==> src/rtl/uart_rx_pkt_ctrl_if.sv <==
// Byte stream bundle around the packet controller: receiver bytes in,
// payload bytes out.
//
// Handshake: the receiver side is a strobe (rx_valid may stay high for
// several cycles; only its rising edge carries a byte). The payload side is
// strict valid/ready: a byte transfers on every cycle where out_valid and
// out_ready are both high; once out_valid is up, out_data/out_last hold
// stable until that transfer, and out_valid never drops without one.
`timescale 1ns/1ps
interface uart_rx_pkt_ctrl_if;
  logic [7:0] rx_data;
  logic       rx_valid;
  logic [7:0] out_data;
  logic       out_valid;
  logic       out_last;
  logic       out_ready;

  // Packet controller side
  modport master (
    input  rx_data,
    input  rx_valid,
    input  out_ready,
    output out_data,
    output out_valid,
    output out_last
  );

  // Receiver / consumer side
  modport slave (
    output rx_data,
    output rx_valid,
    output out_ready,
    input  out_data,
    input  out_valid,
    input  out_last
  );
endinterface

==> src/rtl/uart_rx_pkt_ctrl.sv <==
// Packet framer for the UART receive path. Frames are
// SYNC, LEN, LEN payload bytes, CHK where CHK = (LEN + sum(payload)) mod 256.
// One payload is buffered, verified and then streamed out over valid/ready.
`timescale 1ns/1ps
module uart_rx_pkt_ctrl #(
  parameter logic [7:0] SYNC_BYTE = 8'hA5,
  parameter int         MAX_LEN   = 16,
  parameter int         TIMEOUT   = 52070
) (
  input  logic                       clk,
  input  logic                       rst,
  uart_rx_pkt_ctrl_if.master         bus,
  output logic [15:0]                pkt_count,
  output logic                       err_chk,
  output logic                       err_len,
  output logic                       err_timeout,
  output logic                       err_ovf,
  output logic [2:0]                 state_dbg
);

  localparam int              IW        = (MAX_LEN > 1) ? $clog2(MAX_LEN) : 1;
  localparam int              TW        = $clog2(TIMEOUT + 1);
  localparam logic [7:0]      MAX_LEN_B = 8'(MAX_LEN);
  localparam logic [TW-1:0]   TIMEOUT_T = TW'(TIMEOUT);

  // Debug encoding is stable: IDLE=0, LEN=1, PAYLOAD=2, CHK=3, DRAIN=4
  typedef enum logic [2:0] {
    S_IDLE    = 3'd0,
    S_LEN     = 3'd1,
    S_PAYLOAD = 3'd2,
    S_CHK     = 3'd3,
    S_DRAIN   = 3'd4
  } state_t;

  state_t        state_q, state_d;
  logic          rx_valid_q;
  logic [7:0]    len_q, len_d;
  logic [7:0]    chk_q, chk_d;
  logic [7:0]    wr_idx_q, wr_idx_d;
  logic [7:0]    rd_idx_q, rd_idx_d;
  logic [TW-1:0] tmo_q, tmo_d;
  logic [15:0]   pkt_count_q, pkt_count_d;
  logic          err_chk_q, err_chk_d;
  logic          err_len_q, err_len_d;
  logic          err_timeout_q, err_timeout_d;
  logic          err_ovf_q, err_ovf_d;

  logic          byte_ev;
  logic          mem_we;
  logic          drain_last;
  logic [7:0]    mem_q [MAX_LEN];

  // A held strobe yields a single byte: only its rising edge counts
  assign byte_ev    = bus.rx_valid & ~rx_valid_q;
  assign drain_last = (rd_idx_q == len_q - 8'd1);

  // Next-state, datapath updates and error pulse requests
  always_comb begin
    state_d       = state_q;
    len_d         = len_q;
    chk_d         = chk_q;
    wr_idx_d      = wr_idx_q;
    rd_idx_d      = rd_idx_q;
    tmo_d         = '0;
    pkt_count_d   = pkt_count_q;
    err_chk_d     = 1'b0;
    err_len_d     = 1'b0;
    err_timeout_d = 1'b0;
    err_ovf_d     = 1'b0;
    mem_we        = 1'b0;

    // Inter-byte watchdog runs only while a frame is being collected;
    // an arriving byte always beats an expiring counter.
    if (state_q == S_LEN || state_q == S_PAYLOAD || state_q == S_CHK) begin
      if (byte_ev) begin
        tmo_d = '0;
      end else if (tmo_q == TIMEOUT_T) begin
        tmo_d         = '0;
        err_timeout_d = 1'b1;
        state_d       = S_IDLE;
      end else begin
        tmo_d = tmo_q + 1'b1;
      end
    end

    case (state_q)
      S_IDLE: begin
        if (byte_ev && bus.rx_data == SYNC_BYTE) begin
          state_d = S_LEN;
        end
      end
      S_LEN: begin
        if (byte_ev) begin
          if (bus.rx_data == 8'd0 || bus.rx_data > MAX_LEN_B) begin
            err_len_d = 1'b1;
            state_d   = S_IDLE;
          end else begin
            len_d    = bus.rx_data;
            chk_d    = bus.rx_data;
            wr_idx_d = 8'd0;
            state_d  = S_PAYLOAD;
          end
        end
      end
      S_PAYLOAD: begin
        if (byte_ev) begin
          mem_we   = 1'b1;
          chk_d    = chk_q + bus.rx_data;
          wr_idx_d = wr_idx_q + 8'd1;
          if (wr_idx_q == len_q - 8'd1) begin
            state_d = S_CHK;
          end
        end
      end
      S_CHK: begin
        if (byte_ev) begin
          if (bus.rx_data == chk_q) begin
            pkt_count_d = pkt_count_q + 16'd1;
            rd_idx_d    = 8'd0;
            state_d     = S_DRAIN;
          end else begin
            err_chk_d = 1'b1;
            state_d   = S_IDLE;
          end
        end
      end
      S_DRAIN: begin
        // Bytes arriving while the buffer is busy are dropped, even a SYNC
        // landing on the final handshake cycle.
        if (byte_ev) begin
          err_ovf_d = 1'b1;
        end
        if (bus.out_ready) begin
          rd_idx_d = rd_idx_q + 8'd1;
          if (drain_last) begin
            state_d = S_IDLE;
          end
        end
      end
      default: begin
        state_d = S_IDLE;
      end
    endcase
  end

  // Control and status registers; reset abandons any partial frame silently
  always_ff @(posedge clk or posedge rst) begin
    if (rst) begin
      state_q       <= S_IDLE;
      rx_valid_q    <= 1'b0;
      len_q         <= '0;
      chk_q         <= '0;
      wr_idx_q      <= '0;
      rd_idx_q      <= '0;
      tmo_q         <= '0;
      pkt_count_q   <= '0;
      err_chk_q     <= 1'b0;
      err_len_q     <= 1'b0;
      err_timeout_q <= 1'b0;
      err_ovf_q     <= 1'b0;
    end else begin
      state_q       <= state_d;
      rx_valid_q    <= bus.rx_valid;
      len_q         <= len_d;
      chk_q         <= chk_d;
      wr_idx_q      <= wr_idx_d;
      rd_idx_q      <= rd_idx_d;
      tmo_q         <= tmo_d;
      pkt_count_q   <= pkt_count_d;
      err_chk_q     <= err_chk_d;
      err_len_q     <= err_len_d;
      err_timeout_q <= err_timeout_d;
      err_ovf_q     <= err_ovf_d;
    end
  end

  // Payload buffer; contents are meaningless outside a verified frame
  always_ff @(posedge clk) begin
    if (mem_we) begin
      mem_q[wr_idx_q[IW-1:0]] <= bus.rx_data;
    end
  end

  assign bus.out_valid = (state_q == S_DRAIN);
  assign bus.out_last  = (state_q == S_DRAIN) && drain_last;
  assign bus.out_data  = (state_q == S_DRAIN) ? mem_q[rd_idx_q[IW-1:0]] : 8'd0;

  assign pkt_count   = pkt_count_q;
  assign err_chk     = err_chk_q;
  assign err_len     = err_len_q;
  assign err_timeout = err_timeout_q;
  assign err_ovf     = err_ovf_q;
  assign state_dbg   = state_q;

endmodule

==> src/flat_wrapper.sv <==
// flat-port wrapper written by rule: the top's interface ports become plain ports
module uart_rx_pkt_ctrl_flat 
#(
  parameter logic [7:0] SYNC_BYTE = 8'hA5,
  parameter int         MAX_LEN   = 16,
  parameter int         TIMEOUT   = 52070
)
  (clk, rst, pkt_count, err_chk, err_len, err_timeout, err_ovf, state_dbg, bus_rx_data, bus_rx_valid, bus_out_ready, bus_out_data, bus_out_valid, bus_out_last);
  uart_rx_pkt_ctrl_if bus_i ();
  input  logic clk;
  input  logic rst;
  output logic [15:0] pkt_count;
  output logic err_chk;
  output logic err_len;
  output logic err_timeout;
  output logic err_ovf;
  output logic [2:0] state_dbg;
  input wire logic [$bits(bus_i.rx_data)-1:0] bus_rx_data;
  input wire logic [$bits(bus_i.rx_valid)-1:0] bus_rx_valid;
  input wire logic [$bits(bus_i.out_ready)-1:0] bus_out_ready;
  output wire logic [$bits(bus_i.out_data)-1:0] bus_out_data;
  output wire logic [$bits(bus_i.out_valid)-1:0] bus_out_valid;
  output wire logic [$bits(bus_i.out_last)-1:0] bus_out_last;
  assign bus_i.rx_data = bus_rx_data;
  assign bus_i.rx_valid = bus_rx_valid;
  assign bus_i.out_ready = bus_out_ready;
  assign bus_out_data = bus_i.out_data;
  assign bus_out_valid = bus_i.out_valid;
  assign bus_out_last = bus_i.out_last;
  uart_rx_pkt_ctrl #(.SYNC_BYTE(SYNC_BYTE), .MAX_LEN(MAX_LEN), .TIMEOUT(TIMEOUT)) u_core (.clk(clk), .rst(rst), .bus(bus_i), .pkt_count(pkt_count), .err_chk(err_chk), .err_len(err_len), .err_timeout(err_timeout), .err_ovf(err_ovf), .state_dbg(state_dbg));
endmodule
==> config.mk <==
export PLATFORM = sky130hd
export DESIGN_NAME = uart_rx_pkt_ctrl_flat
export DESIGN_NICKNAME = d
export VERILOG_FILES = /design/src/rtl/uart_rx_pkt_ctrl_if.sv /design/src/rtl/uart_rx_pkt_ctrl.sv /design/src/flat_wrapper.sv
export SDC_FILE = /design/constraint.sdc
export NUM_CORES = 1
export LEC_CHECK = 0
export ABC_CLOCK_PERIOD_IN_PS = 2600
export BUFFER_PORTS_ARGS = -buffer_cell sky130_fd_sc_hd__buf_2
export CORE_MARGIN = 4
export CORE_UTILIZATION = 45
export DETAILED_ROUTE_END_ITERATION = 7
export PLACE_DENSITY = 0.68
export SLEW_MARGIN = 0
export SYNTH_ARGS = -nofsm -noshare
export SYNTH_HDL_FRONTEND = slang
export SYNTH_SLANG_ARGS = --single-unit
==> constraint.sdc <==
create_clock -name clk -period 2.6 [get_ports clk]
set_clock_uncertainty 0.1 [all_clocks]
set_input_delay 0.26 -clock clk [delete_from_list [all_inputs] [get_ports clk]]
set_output_delay 0.26 -clock clk [all_outputs]
set_load 0.005 [all_outputs]
-- Yosys cells after proc, flatten, opt, wreduce, memory -nomap -nowiden
Memories as Yosys holds them, arrays and structs flattened.
Cells that the tools add are included.
- $add $sub $neg: 6
- $mul: 0
- divide/modulo/power cells: 0
- $lt $le $gt $ge: 1
- equality and inequality tests: 15
- shifts and indexed selects: 0
- mux-type cells: 43
- bitwise operators: 3
- reduce and logical (&&, ||, !) cells: 13
- operators by type and width (operator ; count):
    2-to-1 mux 8 bit ; 10
    2-to-1 mux 16 bit ; 3
    case mux 8 bit (2 select lines) ; 3
    2-to-1 mux 3 bit ; 11
    adder 16 x 1 -> 16 bit, second input constant ; 2
    == test 8 bit ; 3
    adder 8 x 1 -> 8 bit, second input constant ; 2
    == test 16 bit, second input constant ; 1
    case mux 3 bit (5 select lines) ; 1
    2-to-1 mux 1 bit ; 14
    adder 8 bit ; 1
    == test 8 bit, second input constant ; 1
    > comparator 8 x 5 -> 1 bit, second input constant ; 1
    zero test 8 bit ; 1
    AND reduction 4 bit ; 2
    subtractor 8 x 1 -> 8 bit, second input constant ; 1
    == test 3 x 2 -> 1 bit, second input constant ; 2
    != test 2 x 1 -> 1 bit, second input constant ; 3
    != test 2 bit, second input constant ; 3
    AND reduction 3 bit ; 2
    nonzero test 2 bit ; 2
    == test 3 x 1 -> 1 bit, second input constant ; 1
    == test 3 bit, second input constant ; 1
    zero test 3 bit ; 1
    5 further kinds ; 9
- bits in registers: 72
- latch bits: 0
- memory bits (writable): 128
- bits in read-only memories: 0
- input port bits: 12
- output and inout bits: 33
- word-level logic and storage cells: 94
- memories: 1
- memories (name ; depth ; bits a word ; read ports ; clocked after memory_dff ; write ports ; RTL line ; text):
    u_core.mem_q ; 16 ; 8 ; 1 ; 0 ; 1 ; uart_rx_pkt_ctrl.sv:51 ; logic [7:0] mem_q [MAX_LEN];

-- Longest topological paths before layout
- depth after elaboration: 7
- gate-level depth with buffers: 10
- mapped depth without buffers: 9

-- Worst setup path after synthesis
Ideal clock, no wire load.
- path type: register to register
- from: register u_core.state_q[2], in the netlist u_core.state_dbg[2]
- to: memory u_core.mem_q[3][0] (enable)
- library setup time: 0.383 ns
- arrival time: 1.915 ns
- setup slack: 0.201 ns
- cell stages (with the launch flop): 5
- period minus slack after synthesis: 2.399 ns
- cell sequence: dfrtp_1 > or3b_1 > nor2_2 > nand2_1 > nor3_1
- longest elaborated chain between the ends: 4
- RTL lines (element ; RTL line ; text):
    from (decl) ; uart_rx_pkt_ctrl.sv:35 ; state_t state_q, state_d;
    from (signal assigned) ; uart_rx_pkt_ctrl.sv:162 ; state_q <= state_d;
    == test 3 x 2 -> 1 bit ; uart_rx_pkt_ctrl.sv:86 ; case (state_q)
    2-to-1 mux 1 bit ; uart_rx_pkt_ctrl.sv:86 ;
    2-to-1 mux 1 bit ; uart_rx_pkt_ctrl.sv:179 ; if (mem_we) begin
    2-to-1 mux 1 bit (implied by the code) ; uart_rx_pkt_ctrl.sv:180 ; mem_q[wr_idx_q[IW-1:0]] <= bus.rx_data;
    to (decl) ; uart_rx_pkt_ctrl.sv:51 ;
No other way between the ends.

-- Worst setup path after layout
- from: register u_core.rd_idx_q[0]
- to: output bus_out_data[1]
- longest elaborated chain between the ends: 2
- RTL lines (element ; RTL line ; text):
    from (decl) ; uart_rx_pkt_ctrl.sv:40 ; logic [7:0] rd_idx_q, rd_idx_d;
    from (signal assigned) ; uart_rx_pkt_ctrl.sv:167 ; rd_idx_q <= rd_idx_d;
    memory (16 x 8 bit) ; - ;
    2-to-1 mux 8 bit ; uart_rx_pkt_ctrl.sv:186 ; assign bus.out_data = (state_q == S_DRAIN) ? mem_q[rd_idx_q[IW-1:0]] : 8'd0;
    to (decl) ; flat_wrapper.sv:21 ; output wire logic [$bits(bus_i.out_data)-1:0] bus_out_data;
No other way between the ends.

==> run summary <==
setup TNS - -1.50 ns
Logic pwr share - 0.258
failing checks - setup timing
Min-Delay Path Class - in2reg
flop and latch count out of synthesis - 200
drt wl/cell - 19.2 µm
Starting Density - 0.464
critical path arrival - 2.43 ns
relative slew slack - 0.378
worst vdd ir - 0.419 mV
CTS buffer count - 17
Pint - 6.04 mW
Cells after Synth - 646
first-pass GRT wire length - 30.9 mm
Slowest cell on crit path - mux4_2
crit path launch type - flop
Worst Path Required - 2.24 ns
Routed Antenna Nets - 0
full die area - 22700 µm²
maximum root-to-sink buffer count - 2
final worst path period need - 2.79 ns
HPWL Detailed - 13.2 mm
GPL Wtd Cong - 0.860
RSZ-0062 raised after global routing - yes
IO Pins - 45
Slew Limit Fails - 0
Root Driver - clkbuf_16
top-count cell post-synth - edfxtp_1
Pwr Total - 8.37 mW
Slew @ Worst Pin - 0.927 ns
DR top layer - met4
ranking of synthesized cells by area - edfxtp_1 42%, dfrtp_1 20%, mux4_2 9.8%
met2 wire len - 9.97 mm
nets - 768
antenna violations before repair - 0
CP peak stage delay - 0.52 ns
Worst-Skew Late Latency - 0.43 ns
peak fanout along the critical path - 5
final setup fails - 9
leakage - 4.14 nW
asr flop ratio synth - 0.360
Pwr per Cell Area - 773 nW/µm²
post-route cell area - 10800 µm²
final setup margin - -0.186 ns
clock power share - 0.323
CP Capture Type - output pin
FP Rows - 51
Area after DPL - 9950 µm²
Clock transition at path regs - 0.08 ns
Final Hold Fails - 0
post-DR vias/cell - 5.56
Synth Flop Type - edfxtp_1
gr usage total - 0.177
residual DRC count - 0
largest net degree at the start of global routing - 73
most common library cells after synthesis - 128 x edfxtp_1, 72 x dfrtp_1, 57 x nor2_1, 42 x nand2_1, 40 x mux4_2
# port buffers - 44
post-synth cell types - 63
Clock Sinks - 200
outcome - complete, but fails checks
register area share after synthesis - 0.617
Setup CP Type - reg2out
die height - 151 µm
TritonRoute pass-1 iters - 5
Register Area - 5650 µm²
Sw Share - 0.278
syn nets - 675
CTS tree - done
number of max-cap violations - 0
most frequent CP cell - mux4_2
Seq pwr share - 0.419
Post-synth EDFFs - 128
Fillers - 1602
diode count - 0
H-Tree Depth - 4
Mean Syn Cell Area - 14.2 µm²
area of the multi-input gates - 3380 µm²
fmax - 0.359 GHz
WL met1 - 8.52 mm
crit path cell chain - buf_12 -> clkbuf_16 -> mux4_2 -> mux4_2 -> nor2b_1 -> buf_2
total vias in the final route - 5650
area grow syn2layout - 18.3%
core area - 19700 µm²
met3 wire len - 864 µm
vias in the first global route - 5631
post-synth top area share - 0.420
total grt overflow - 0
DRT iter0 DRCs - 577
share of layout cells above drive strength 1 - 0.269
yosys warns - 0
WL final - 19.5 mm
switching pwr - 2.33 mW
mapped cell area - 9160 µm²
leading area contributor after synthesis - edfxtp_1
Die Wd - 151 µm
final worst path period share - 1.07
==> critical path, delay by kind of cell, from the launching register on <==
kind | cells | cell delay [ns]
simple gates | 1 | 0.14
buf+inv | 3 | 0.46
flops | 1 | 0.40
mux | 2 | 1.00
==> state kept, by name (all words and copies together) (netlist names) <==
register	count
u_core.mem_q	128
u_core.pkt_count	16
u_core.tmo_q	16
u_core.chk_q	8
u_core.len_q	8
u_core.rd_idx_q	8
u_core.wr_idx_q	8
u_core.state_dbg	3
u_core.err_chk	1
u_core.err_len	1
u_core.err_ovf	1
u_core.err_timeout	1
u_core.rx_valid_q	1
==> placed cells by master, fill, tap and decap left out, types with 6 or more instances in the layout <==
cell type and n:
nand3_1 18, buf_2 43, buf_4 48, inv_1 16
and3_1 12, a21oi_1 14, mux2i_1 6, edfxtp_1 128
nor2b_1 12, nor3_1 13, o21ai_1 6, mux2_2 7
nand4_1 12, clkbuf_16 19, nand2b_1 8, nor2_1 56
mux4_2 40, xor2_1 30, o21ai_0 15, dfrtp_1 69
ha_1 15, xnor2_1 23, nand2_1 42
==> power by group through the flow <==
stage	Clock [mW]	Combinational, mW	Sequential [mW]
2_1_floorplan	0	1.33	3.55
3_3_place_gp	0	1.91	3.60
3_5_place_dp	0	1.94	3.61
4_1_cts	2.76	2.08	3.51
5_1_grt	2.89	2.32	3.52
6_report	2.70	2.16	3.51
==> per-layer routing <==
| layer | GRT usage | vias to the layer above |
|---|---|---|
| li1 | - | 2616 |
| met1 | 0.245 | 2877 |
| met2 | 0.289 | 145 |
| met3 | 0.0319 | 12 |
| met4 | 0.0544 | 0 |
| met5 | 0 | - |
==> final cells by class <==
class	instances	area share
flip-flops and latches	200	0.522
well taps	265	0.0306
multi-input cells	401	0.312
repair buffers	102	0.0725
clock inverters	15	0.0181
clock buffers	17	0.0393
inverters	17	0.00589
==> cell families (layout without fill, tap and decap cells) <==
logic type / count (synthesis) / after routing / share of synthesized area
adders and majority gates: 17 / 17 / 0.0241
DFF: 200 / 200 / 0.617
buffers and inverters: 45 / 151 / 0.0209
AOI/OAI and AO/OA: 60 / 60 / 0.0411
xor gates and xnor gates: 57 / 57 / 0.0605
muxes: 53 / 53 / 0.114
and+or+nand+nor: 214 / 214 / 0.123
==> repair_timing <==
action	CTS	global route
pin swaps	0	2
gates resized for setup	8	7
endpoints found under the hold margin	73	0
cloned	1	2
buffers inserted	5	5
hold buffers	2	0
endpoints found under the setup margin	10	15
==> per-stage QoR <==
step | hold slack [ns] | utilization | cells | setup WS (ns)
6_report | 0.0957 | 0.549 | 1017 | -0.186
5_1_grt | 0.0895 | 0.549 | 1017 | -0.260
4_1_cts | 0.0719 | 0.543 | 1010 | -0.222
3_5_place_dp | 0.284 | 0.505 | 970 | -0.0884
3_3_place_gp | 0.272 | 0.505 | 970 | 0.0243
2_1_floorplan | 0.191 | - | 646 | 0.201
==> final timing paths <==
path / startpoint / end / slack, ns / cells after the start
max: u_core.rd_idx_q[0] / bus_out_data[1] / -0.19 / 6
min: bus_out_ready / u_core.state_dbg[2] / 0.1 / 3
max reg2reg: u_core.chk_q[1] / u_core.pkt_count[15] / 0.13 / 8
min reg2reg: u_core.pkt_count[7] / u_core.pkt_count[7] / 0.39 / 1
max in group asynchronous: rst / u_core.rd_idx_q[0] / 1.71 / 4
min in group asynchronous: rst / u_core.err_ovf / 0.37 / 4
(Power assumes the default switching activity.)
